`config.mk`:
```
export PLATFORM = sky130hd
export DESIGN_NAME = ct_spsram_1024x92_ctrl
export DESIGN_NICKNAME = d
export VERILOG_FILES = /design/src/rtl/ct_spsram_1024x92_ctrl_pkg.sv /design/src/rtl/ct_spsram_rsp_fifo.sv /design/src/rtl/ct_spsram_1024x92_ctrl.sv
export SDC_FILE = /design/constraint.sdc
export NUM_CORES = 1
export LEC_CHECK = 0
export BUFFER_PORTS_ARGS = -buffer_cell sky130_fd_sc_hd__buf_2
export CAP_MARGIN = 20
export CELL_PAD_IN_SITES_DETAIL_PLACEMENT = 1
export CELL_PAD_IN_SITES_GLOBAL_PLACEMENT = 1
export CORE_AREA = 2 2 229 231
export CTS_CLUSTER_DIAMETER = 60
export DETAILED_ROUTE_END_ITERATION = 6
export DIE_AREA = 0 0 231 233
export PLACE_DENSITY_LB_ADDON = 0.1
export SYNTH_ARGS = -nofsm -noshare
export SYNTH_HDL_FRONTEND = slang
export SYNTH_SLANG_ARGS = --single-unit
```
`constraint.sdc`:
```
create_clock -name forever_cpuclk -period 13.2 [get_ports forever_cpuclk]
set_clock_uncertainty 0.2 [all_clocks]
set_input_delay 0.66 -clock forever_cpuclk [delete_from_list [all_inputs] [get_ports forever_cpuclk]]
set_output_delay 0.66 -clock forever_cpuclk [all_outputs]
set_load 0.01 [all_outputs]
```
`src/rtl/ct_spsram_1024x92_ctrl_pkg.sv`:
```
// Shared definitions for the 1024x92 single-port SRAM controller:
// FSM encoding, default geometry and the last address of the clear sweep.
package ct_spsram_1024x92_ctrl_pkg;

    localparam int DEF_ADDR_WIDTH = 10;
    localparam int DEF_DATA_WIDTH = 92;
    localparam int INIT_LAST_ADDR = 1023;

    typedef enum logic {
        ST_INIT = 1'b0,
        ST_RUN  = 1'b1
    } ctrl_state_e;

endpackage

```
`src/rtl/ct_spsram_rsp_fifo.sv`:
```
// In-order read-response buffer for the SRAM controller; the caller
// guarantees it never pushes when full or pops when empty.
module ct_spsram_rsp_fifo #(
    parameter int DEPTH = 3,
    parameter int WIDTH = 92,
    parameter int CNT_W = $clog2(DEPTH + 1)
) (
    input  logic             clk,
    input  logic             rst_n,
    input  logic             push,
    input  logic [WIDTH-1:0] push_data,
    input  logic             pop,
    output logic [WIDTH-1:0] pop_data,
    output logic             empty,
    output logic [CNT_W-1:0] count
);

    localparam int PTR_W = (DEPTH > 1) ? $clog2(DEPTH) : 1;

    logic [WIDTH-1:0] mem [DEPTH];
    logic [PTR_W-1:0] wr_ptr;
    logic [PTR_W-1:0] rd_ptr;

    function automatic logic [PTR_W-1:0] ptr_inc(input logic [PTR_W-1:0] p);
        return (p == PTR_W'(DEPTH - 1)) ? '0 : p + 1'b1;
    endfunction

    // NOTE: the data array is deliberately not reset; an entry is only ever
    // read after it was pushed, and the count alone says what is valid.
    always_ff @(posedge clk) begin
        if (push) begin
            mem[wr_ptr] <= push_data;
        end
    end

    // NOTE: state registers use non-blocking assignments so every flop
    // samples pre-edge values regardless of statement order.
    always_ff @(posedge clk or negedge rst_n) begin
        if (!rst_n) begin
            wr_ptr <= '0;
            rd_ptr <= '0;
            count  <= '0;
        end else begin
            if (push) wr_ptr <= ptr_inc(wr_ptr);
            if (pop)  rd_ptr <= ptr_inc(rd_ptr);
            case ({push, pop})
                2'b10:   count <= count + 1'b1;
                2'b01:   count <= count - 1'b1;
                default: count <= count;
            endcase
        end
    end

    assign pop_data = mem[rd_ptr];
    assign empty    = (count == '0);

endmodule

```
`src/rtl/ct_spsram_1024x92_ctrl.sv`:
```
// Request/response front end for a 1024x92 single-port SRAM: clears the
// array after reset or on demand, then serves credit-gated reads and writes.
module ct_spsram_1024x92_ctrl
    import ct_spsram_1024x92_ctrl_pkg::*;
#(
    parameter int ADDR_WIDTH = DEF_ADDR_WIDTH,
    parameter int DATA_WIDTH = DEF_DATA_WIDTH,
    parameter int RSP_DEPTH  = 3
) (
    input  logic                  forever_cpuclk,
    input  logic                  cpurst_b,
    // request port
    input  logic                  req_vld,
    output logic                  req_rdy,
    input  logic                  req_wr,
    input  logic [ADDR_WIDTH-1:0] req_addr,
    input  logic [DATA_WIDTH-1:0] req_wdata,
    input  logic [DATA_WIDTH-1:0] req_wmask,
    // response port
    output logic                  rsp_vld,
    input  logic                  rsp_rdy,
    output logic [DATA_WIDTH-1:0] rsp_rdata,
    // init port
    input  logic                  init_start,
    output logic                  init_busy,
    // SRAM port
    output logic [ADDR_WIDTH-1:0] sram_a,
    output logic                  sram_cen,
    output logic                  sram_gwen,
    output logic [DATA_WIDTH-1:0] sram_wen,
    output logic [DATA_WIDTH-1:0] sram_d,
    input  logic [DATA_WIDTH-1:0] sram_q
);

    localparam int CNT_W = $clog2(RSP_DEPTH + 1);
    localparam logic [CNT_W:0] RSP_DEPTH_L = (CNT_W + 1)'(RSP_DEPTH);
    localparam logic [ADDR_WIDTH-1:0] LAST_ADDR = ADDR_WIDTH'(INIT_LAST_ADDR);

    ctrl_state_e           state;
    ctrl_state_e           state_nxt;
    logic [ADDR_WIDTH-1:0] init_cnt;
    logic [ADDR_WIDTH-1:0] init_cnt_nxt;
    logic                  rd_inflight;
    logic                  rd_accept;
    logic                  fifo_empty;
    logic [CNT_W-1:0]      fifo_count;
    logic [CNT_W:0]        credits_used;

    // A read occupies a credit from acceptance until its response is popped.
    assign credits_used = {1'b0, fifo_count} + {{CNT_W{1'b0}}, rd_inflight};
    assign rd_accept    = req_vld & req_rdy & ~req_wr;

    always_ff @(posedge forever_cpuclk or negedge cpurst_b) begin
        if (!cpurst_b) begin
            state       <= ST_INIT;
            init_cnt    <= '0;
            rd_inflight <= 1'b0;
        end else begin
            state       <= state_nxt;
            init_cnt    <= init_cnt_nxt;
            rd_inflight <= rd_accept;
        end
    end

    // NOTE: every output of this block gets a default first, so no path
    // through the case can leave a signal unassigned and infer a latch.
    always_comb begin
        state_nxt    = state;
        init_cnt_nxt = init_cnt;
        req_rdy      = 1'b0;
        init_busy    = 1'b0;
        sram_a       = '0;
        sram_cen     = 1'b1;
        sram_gwen    = 1'b1;
        sram_wen     = '1;
        sram_d       = '0;
        case (state)
            ST_INIT: begin
                init_busy = 1'b1;
                // Keep the macro deselected while reset is held.
                if (cpurst_b) begin
                    sram_a    = init_cnt;
                    sram_cen  = 1'b0;
                    sram_gwen = 1'b0;
                    sram_wen  = '0;
                end
                if (init_cnt == LAST_ADDR) begin
                    state_nxt    = ST_RUN;
                    init_cnt_nxt = '0;
                end else begin
                    init_cnt_nxt = init_cnt + 1'b1;
                end
            end
            ST_RUN: begin
                req_rdy = (credits_used < RSP_DEPTH_L);
                if (req_vld && req_rdy) begin
                    sram_a    = req_addr;
                    sram_cen  = 1'b0;
                    sram_gwen = ~req_wr;
                    sram_wen  = req_wr ? ~req_wmask : '1;
                    sram_d    = req_wdata;
                end
                if (init_start) begin
                    state_nxt    = ST_INIT;
                    init_cnt_nxt = '0;
                end
            end
            default: begin
                state_nxt    = ST_INIT;
                init_cnt_nxt = '0;
            end
        endcase
    end

    ct_spsram_rsp_fifo #(
        .DEPTH (RSP_DEPTH),
        .WIDTH (DATA_WIDTH),
        .CNT_W (CNT_W)
    ) u_rsp_fifo (
        .clk       (forever_cpuclk),
        .rst_n     (cpurst_b),
        .push      (rd_inflight),
        .push_data (sram_q),
        .pop       (rsp_vld & rsp_rdy),
        .pop_data  (rsp_rdata),
        .empty     (fifo_empty),
        .count     (fifo_count)
    );

    assign rsp_vld = ~fifo_empty;

endmodule

```
==> flow_summary.ini, run 1 <==
[status]
status = finished clean

[critical_path]
crit_family = buffers and inverters
crit_buf_inv = 3
worstPathMaxFanout = 105
crit_path_cell_trace = ha_1 -> ha_1 -> a2111oi_4 -> buf_4 -> a21o_2 -> buf_4 -> o21ai_0 -> buf_2
worstPathRequired_ns = 12.34
worstPathArrival_ns = 3.92
cpMaxStageDelayCell = buf_4
worstSetupPathType = reg -> out
endpoint_kind = primary output
slowest_delay_ns = 0.68
crit_path_start_kind = flip-flop

[clock_tree]
cts_buffers = 37
clock-sinks = 294
h-tree-depth = 2
cts.clk_slew.worst_paths_ns = 0.06
clk_latency_ns = 0.54
cts_tree = yes
root_buffer = clkbuf_16
cts_setup_buffers = 0
clock_path_buffers = 3

[synthesis]
synthCells = 908
synthFlopType = edfxtp_1
syn_nets = 1204
yosys.area.top_type_share_pct = 66.87
synth_cell_types = 38
ys_seq_elements = 294
yosysSeqAreaShare_pct = 70.50
synthTopCellsByArea = edfxtp_1 67%, mux2i_1 7.4%, o21ai_0 4.7%
async_flop_share_pct = 6.122
synth_edf_count = 276
synth_area_um2 = 12390
yosysWarnings = 0
syn_area_per_cell_um2 = 13.65
synth_largest_area_cell = edfxtp_1

[place]
place_area_um2 = 15970
dp_cells = 2116
io_buffers = 582
hpwl_um = 38930
place_congestion = 0.9634

[worst_hold_path]
hold_class = in -> reg

[power_and_ir_drop]
swShare_pct = 30.92
ir_drop_uv = 71.58
switchingPower_uw = 880.3
powerDensity_nw_per_um2 = 165.3
pwr-share-comb_pct = 25.7
pwr-share-seq_pct = 38.9
p_int_uw = 1967
p_clk_share_pct = 35.4
leakagePower_uw = 0.007216

[finish]
fillers = 5718
synthToLayoutAreaGrowth_pct = 38.97
final_nets = 1773
fin_area_um2 = 17220
fin_util_pct = 33.71
n_antenna_cell = 0
stdcell_count = 2184
layout-drive-gt1-share_pct = 43.62

[global_route]
grt_antenna_before_repair = 14
grt_max_degree = 106
grt_first_pass_wirelength_um = 71510
grt-ovfl-total = 0
grt_pass1_vias = 9951
grt.total_usage_pct = 18.68

[timing]
tightest_slew_ns = 0.9965
fin_crit_ns = 4.778
min_period_over_period_pct = 36.20
maxSlewViolCount = 0
finalSetupTns_ns = 0
rsz0062_at_grt = no
max_freq_mhz = 209.3
setup_violations = 0
hold_viol = 0
max_slew_margin_pct = 33.57
worst_hold_slack_ns = 0.1049

[route]
drtPass1Iterations = 4
drc = 0
num_vias = 9491
postRouteAntennaNets = 0
drt_iter0_drc = 269
via_per_inst = 4.346
wl_per_cell_um = 23.52
drt_wl_total_um = 51360

[floorplan]
fp.dieH_um = 233
die-area_um2 = 53820
num_rows = 83
die_x_um = 231
start_util_pct = 24.26
io_pins = 583
coreArea_um2 = 51090

[run]
maxCapViolations = 0
registers in the layout, summed over array words and instances, names as in the netlist:
register	count
state	1
u_rsp_fifo.wr_ptr	2
u_rsp_fifo.count	2
u_rsp_fifo.rd_ptr	2
init_cnt	10
rd_inflight	1
u_rsp_fifo.mem	276
cells in the final DEF (no fill, tap or decap), types with 12 or more instances in the layout:
cell type / count
buf_2: 582
nand2_1: 106
and2_1: 92
buf_4: 12
dfrtp_1: 16
clkbuf_16: 39
o21ai_1: 70
mux2i_1: 92
o21ai_0: 117
edfxtp_1: 276
cell type report:
type	instances	area, µm²	share of cell area (%)
clock buffers	50	1027	5.964
clock inverters	16	188.9	1.097
inverters	7	26.28	0.1525
multi-input cells	541	3344	19.42
flip-flops and latches	294	8746	50.78
well taps	680	850.8	4.940
repair buffers	596	3040	17.65
cell usage after synthesis, types with 4 or more instances:
| library cell | n |
|---|---|
| nor2_1 | 7 |
| buf_2 | 21 |
| buf_4 | 8 |
| inv_1 | 6 |
| a22o_1 | 11 |
| mux2i_1 | 92 |
| edfxtp_1 | 276 |
| nand2_1 | 106 |
| o21ai_1 | 70 |
| dfrtp_1 | 18 |
| o21ai_0 | 117 |
| nand3_1 | 4 |
| and2_1 | 92 |
| o22ai_1 | 4 |
| clkbuf_1 | 34 |
| ha_1 | 4 |
metal layers:
metal  wire length (µm)  up-vias  GRT usage (%)
met2              26280      341          33.75
met4               1537       12          6.129
met5                 80        -              0
li1                   -     4475              -
met1              19180     4581          20.41
met3               4284       82          6.385
final timing paths:
kind	startpoint	slack, ns	cells past startpoint	end
min in group asynchronous	cpurst_b	0.43	2	init_cnt[8]
worst min register to register	u_rsp_fifo.count[1]	0.33	1	u_rsp_fifo.count[1]
worst max-delay path	u_rsp_fifo.count[0]	8.42	8	sram_wen[9]
max in group asynchronous	cpurst_b	12.01	2	u_rsp_fifo.rd_ptr[0]
worst max register to register	rd_inflight	10.53	4	u_rsp_fifo.mem[2][49]
worst min-delay path	req_wr	0.10	2	rd_inflight
cell families after synthesis:
| kind of cell | share of synthesized area, % |
|---|---|
| adders and majority gates | 0.4038 |
| xor gates and xnor gates | 0.4241 |
| DFF | 70.50 |
| AOI/OAI and AO/OA | 9.449 |
| muxes | 7.612 |
| buffers and inverters | 2.665 |
| and+or+nand+nor | 8.944 |
repair_timing:
item / 4_1_cts / 5_1_grt
endpoints found under the hold margin: 18 / 0
resized for setup: 0 / 0
hold buffers: 1 / 0
per-stage QoR:
step / setup WS, ns / power, µW
global placement: 9.113 / 1875
global route: 8.103 / 3001
floorplan: 5.208 / 1517
finish: 8.422 / 2847
CTS: 8.338 / 2907
detailed placement: 8.947 / 1880
power by group through the flow:
stage	registers, µW	logic, µW	clock network, µW
global route	1120	812	1070
floorplan	1080	437	0
detailed placement	1150	725	0
CTS	1140	730	1040
global placement	1150	723	0
finish	1110	732	1010
Power figures use the tool's default switching activity.
==> inputs of run 2 (changes only) <==
--- a/config.mk
+++ b/config.mk
@@ -9,10 +9,10 @@
 export CAP_MARGIN = 20
 export CELL_PAD_IN_SITES_DETAIL_PLACEMENT = 1
 export CELL_PAD_IN_SITES_GLOBAL_PLACEMENT = 1
-export CORE_AREA = 2 2 229 231
+export CORE_AREA = 2 2 225 227
 export CTS_CLUSTER_DIAMETER = 60
 export DETAILED_ROUTE_END_ITERATION = 6
-export DIE_AREA = 0 0 231 233
+export DIE_AREA = 0 0 227 229
 export PLACE_DENSITY_LB_ADDON = 0.1
 export SYNTH_ARGS = -nofsm -noshare
 export SYNTH_HDL_FRONTEND = slang
==> constraint.sdc (replaced) <==
create_clock -name forever_cpuclk -period 4.26 [get_ports forever_cpuclk]
set_clock_uncertainty 0.2 [all_clocks]
set_input_delay 0.213 -clock forever_cpuclk [delete_from_list [all_inputs] [get_ports forever_cpuclk]]
set_output_delay 0.213 -clock forever_cpuclk [all_outputs]
set_load 0.01 [all_outputs]
==> run 2 against run 1 <==
Net effect:
- sequential share of layout area is 3.1 points lower
- via count increased by 3.0%
- flip-flop and latch count did not move
- highest routed layer unchanged
- final cell count rose by 4.5%
- wire length down 3.6%
- largest power group unchanged
- worst hold slack better by 0.12 ns
- register-to-register slack worse by 8.8 ns
- core utilization is 3.2 points higher
- die area decreased by 3.4%
- critical path type unchanged
- clock-buffer cell count fell by 2
- global-route usage decreased by 0.070 points
==> flow_summary.ini, run 2 (synthesized netlist as in run 1, its figures left out) <==
[finish]
layout-drive-gt1-share_pct = 41.08
final_common_cell = buf_2
synthToLayoutAreaGrowth_pct = 47.87
largest_reg_flops = 276
multiInputGateArea_um2 = 3357
fin_area_um2 = 18330
stdcell_count = 2282
fillers = 5542
final_nets = 1872
largest_register = u_rsp_fifo.mem
seq_area_um2 = 8746
final_cell_mix = 582 x buf_2, 276 x edfxtp_1, 117 x o21ai_0
fin_util_pct = 36.91
reg.largest.list = u_rsp_fifo.mem (276), init_cnt (10)

[clock_tree]
clock-sinks = 294
cts_tree = yes
root_buffer = clkbuf_16
h-tree-depth = 2
cts.clk_slew.worst_paths_ns = 0.05
clock_path_buffers = 3
cts_buffers = 38
cts_setup_buffers = 0
clk_latency_ns = 0.52
cts_resized = 0
cts_hold_buffers = 98

[global_route]
grt_max_degree = 105
grt_first_pass_wirelength_um = 69790
grt_antenna_before_repair = 19
grt.total_usage_pct = 18.61
grt-ovfl-total = 0
grt_pass1_vias = 10180

[timing]
maxSlewViolCount = 0
layout_setup_ws_ns = 0.6655
tightest_slew_ns = 1.148
setup_violations = 0
worst_hold_slack_ns = 0.2224
max_freq_mhz = 278.2
max_slew_margin_pct = 22.66
hold_viol = 0
min_period_over_period_pct = 84.38
rsz0062_at_grt = no
fin_crit_ns = 3.595

[critical_path]
worstSetupPathType = reg -> out
path_common_cell = ha_1
slowest_delay_ns = 0.58
crit_path_cell_trace = ha_1 -> ha_1 -> a2111oi_4 -> a21o_2 -> buf_4 -> o21ai_0 -> buf_2
cpMaxStageDelayCell = buf_4
r2r-end = rd_inflight
crit_path_start_kind = flip-flop
worstPathArrival_ns = 3.18
reg2reg_from = u_rsp_fifo.count[0]
reg2reg_slack_ns = 1.78
worstPathMaxFanout = 82
worstPathRequired_ns = 3.85
rr_worst_depth = 5
endpoint_kind = primary output

[place]
io_buffers = 582
place_worst_setup_slack_ns = 1.260
place_congestion = 0.9253
hpwl_um = 36790
dp_cells = 2110
place_area_um2 = 16080

[route]
postRouteAntennaNets = 0
via_per_inst = 4.285
num_vias = 9779
drtPass1Iterations = 4
drc = 0
drt_iter0_drc = 341
wl_per_cell_um = 21.69
drt_wl_total_um = 49500

[run]
maxCapViolations = 0

[floorplan]
die-area_um2 = 51980
start_util_pct = 24.96
io_pins = 583
fp.dieH_um = 229
num_rows = 82
coreArea_um2 = 49660
die_x_um = 227

[worst_hold_path]
worstHoldPathCells = 2
whs_endpoint = u_rsp_fifo.mem[2][83]
hold_class = in -> reg
worst_hold_startpoint = sram_q[83]

[power_and_ir_drop]
ir_drop_uv = 225.0
powerDensity_nw_per_um2 = 488.8
leakagePower_uw = 0.007652

[status]
status = finished clean
## run 2: worst max-delay path: cells and delay by family (launching register included)
| kind | cells | cell delay, ns |
|---|---|---|
| AOI/OAI and AO/OA | 3 | 0.85 |
| buffers and inverters | 2 | 0.77 |
| adders and majority gates | 2 | 0.53 |
| DFF | 1 | 0.44 |
## run 2: worst max-delay path by stage
stage | startpoint | to | depth (start not counted)
2_1_floorplan | rd_inflight | u_rsp_fifo.mem[2][0] | 2
3_3_place_gp | u_rsp_fifo.count[0] | sram_wen[8] | 7
3_5_place_dp | u_rsp_fifo.count[0] | sram_wen[7] | 7
4_1_cts | u_rsp_fifo.count[0] | sram_wen[7] | 7
5_1_grt | u_rsp_fifo.count[0] | sram_wen[6] | 7
6_report | u_rsp_fifo.count[0] | sram_wen[9] | 7
## run 2: stage by stage
stage	setup TNS [ns]	power, µW
2_1_floorplan	-87.22	4700
5_1_grt	0	9443
6_report	0	8958
3_3_place_gp	0	5821
3_5_place_dp	0	5841
4_1_cts	0	9153
## run 2: per-layer routing
metal / global-route usage [%] / wire length, µm
met1: 22.36 / 19480
met2: 32.60 / 24730
met3: 4.965 / 4006
met4: 5.127 / 1275
met5: 0 / 13
## run 2: power by group
group          total, µW  leakage, µW  switching (µW)  internal, µW
sequential          3530      0.00270             305          3230
combinational       2250      0.00435            1250          1000
clock               3170     0.000602            1180          1990
## run 2: final cells by class
cell class,count,share of cell area [%]
clock buffer,48,5.741
sequential,294,47.72
tap,672,4.588
clock inverter,20,1.113
timing repair buffer,694,22.30
inverter,7,0.1434
antenna,6,0.08192
multi-input combinational,541,18.32
==> inputs of run 3 (changes only) <==
==> constraint.sdc (replaced) <==
create_clock -name forever_cpuclk -period 3.15 [get_ports forever_cpuclk]
set_clock_uncertainty 0.2 [all_clocks]
set_input_delay 0.1575 -clock forever_cpuclk [delete_from_list [all_inputs] [get_ports forever_cpuclk]]
set_output_delay 0.1575 -clock forever_cpuclk [all_outputs]
set_load 0.01 [all_outputs]
==> run 3 against run 2 <==
Net effect:
- core utilization increased by 0.51 points
- critical path depth is 1 lower
- wire length up 5.0%
- clock power rose by 38%
- worst hold slack worse by 0.066 ns
- combinational power rose by 47%
- via count rose by 1.7%
- die area unchanged
- register-to-register slack got worse by 0.88 ns
- global-route usage increased by 0.91 points
- setup slack lost 0.65 ns
==> flow_summary.ini, run 3 (synthesized netlist as in run 1, its figures left out) <==
[critical_path]
endpoint_kind = primary output
slowest_delay_ns = 0.43
rr_worst_depth = 6
reg2reg_from = rd_inflight
r2r-end = rd_inflight
cpMaxStageDelayCell = a2111oi_4
worstPathMaxFanout = 6
reg2reg_slack_ns = 0.90
critPathLaunch = rd_inflight
worstSetupPathType = reg -> out
crit_family = compound AO/OA/AOI/OAI gates
crit_path_cell_trace = ha_1 -> ha_4 -> a2111oi_4 -> a21o_4 -> o21ai_0 -> buf_2
crit_path_start_kind = flip-flop
worstPathArrival_ns = 2.78
crit_buf_inv = 1
worstPathRequired_ns = 2.79

[route]
wl_per_cell_um = 22.67
postRouteAntennaNets = 0
via_per_inst = 4.341
drt_iter0_drc = 386
drtPass1Iterations = 4
drt_wl_total_um = 51960
num_vias = 9949
drc = 0

[floorplan]
io_pins = 583
coreArea_um2 = 49660
num_rows = 82
die-area_um2 = 51980
die_x_um = 227
start_util_pct = 24.96
fp.dieH_um = 229

[run]
maxCapViolations = 0

[timing]
rsz0062_at_grt = yes
max_slew_margin_pct = 39.75
finalSetupTns_ns = 0
tightest_slew_ns = 0.8942
setup_violations = 0
hold_viol = 0
fin_crit_ns = 3.135
maxSlewViolCount = 0
min_period_over_period_pct = 99.51
worst_hold_slack_ns = 0.1562
max_freq_mhz = 319.0

[global_route]
grt-ovfl-total = 0
grt.total_usage_pct = 19.51
grt_max_degree = 105
grt_antenna_before_repair = 7
grt_first_pass_wirelength_um = 73030
grt_pass1_vias = 10520

[clock_tree]
cts_tree = yes
root_buffer = clkbuf_16
clk_latency_ns = 0.54
h-tree-depth = 2
cts_buffers = 39
cts.clk_slew.worst_paths_ns = 0.05
clock-sinks = 294
clock_path_buffers = 3

[status]
status = finished clean

[finish]
synthToLayoutAreaGrowth_pct = 49.93
layout-drive-gt1-share_pct = 42.42
fin_util_pct = 37.42
reg.largest.list = u_rsp_fifo.mem (276), init_cnt (10)
fin_area_um2 = 18580
final_cell_mix = 582 x buf_2, 276 x edfxtp_1, 114 x o21ai_0
final_common_cell = buf_2
largest_reg_flops = 276
final_nets = 1888
largest_register = u_rsp_fifo.mem

[power_and_ir_drop]
totalPowerFinal_uw = 12350
leakagePower_uw = 0.007790
powerDensity_nw_per_um2 = 664.8
ir_drop_uv = 346.3

[place]
io_buffers = 582
place_congestion = 1.006
place_area_um2 = 16140
hpwl_um = 38540

[worst_hold_path]
hold_class = in -> reg
whs_endpoint = u_rsp_fifo.mem[0][77]
worst_hold_startpoint = sram_q[77]
worstHoldPathCells = 2
==> run 3: changes by cell type in the layout (fill, tap and decap cells not counted), sizes merged <==
cell         delta
a21o            +1
buf            +13
bufinv          +1
clkbuf          -4
clkinv          +2
clkinvlp        -3
diode           -3
dlygate4sd3     -1
inv             +4
==> run 3: worst max-delay path by stage <==
stage / to / cells past startpoint
final: sram_wen[83] / 6
after global routing: sram_wen[91] / 7
after CTS: sram_wen[0] / 8
after detailed placement: sram_wen[84] / 8
after global placement: sram_d[7] / 6
after floorplan: u_rsp_fifo.mem[2][0] / 2
==> run 3: layer usage <==
layer	vias up	track usage (%)	routed length [µm]
met4	2	8.538	2087
met5	-	0	12
met3	66	5.555	4012
met2	360	33.62	25660
li1	4710	-	-
met1	4811	22.44	20180
==> run 3: area by class of cell <==
type / count / area, µm²
Multi-Input combinational cell: 542 / 3393
Timing Repair Buffer: 708 / 4275
Fill cell: 5531 / 31070
Tap cell: 672 / 840.8
Clock buffer: 42 / 987.2
Clock inverter: 24 / 304.0
Antenna cell: 3 / 7.507
Sequential cell: 294 / 8748
Inverter: 7 / 26.28
==> run 3: worst register-to-register path: cells and delay by family (launching register included) <==
| kind | cells | cell delay (ns) |
|---|---|---|
| adder cells (fa/ha/maj) | 2 | 0.52 |
| buffers and inverters | 2 | 0.46 |
| AO/OA/AOI/OAI | 1 | 0.43 |
| flip-flops | 1 | 0.40 |
| AND/OR/NAND/NOR | 1 | 0.16 |
==> run 3: stage by stage <==
step / cells / worst slack (ns)
2_1_floorplan: 908 / -0.3014
3_3_place_gp: 2119 / 0.3764
3_5_place_dp: 2119 / 0.2965
4_1_cts: 2285 / 0.005043
5_1_grt: 2292 / -0.02843
6_report: 2292 / 0.01535
==> run 3: what timing repair did <==
| item | 4_1_cts | 5_1_grt |
|---|---|---|
| hold endpoints to repair | 306 | 0 |
| pin swaps | 2 | 1 |
| hold buffers | 97 | 0 |
| resized for setup | 13 | 7 |
| setup endpoints to repair | 186 | 164 |
| gates cloned | 1 | 2 |
| buffers inserted | 3 | 2 |
==> run 3: report_power, final <==
part	total [µW]	internal [µW]	switching, µW	leakage [µW]
sequential	4660	4370	291	0.00269
combinational	3300	1420	1880	0.00446
clock	4390	2700	1690	0.000633
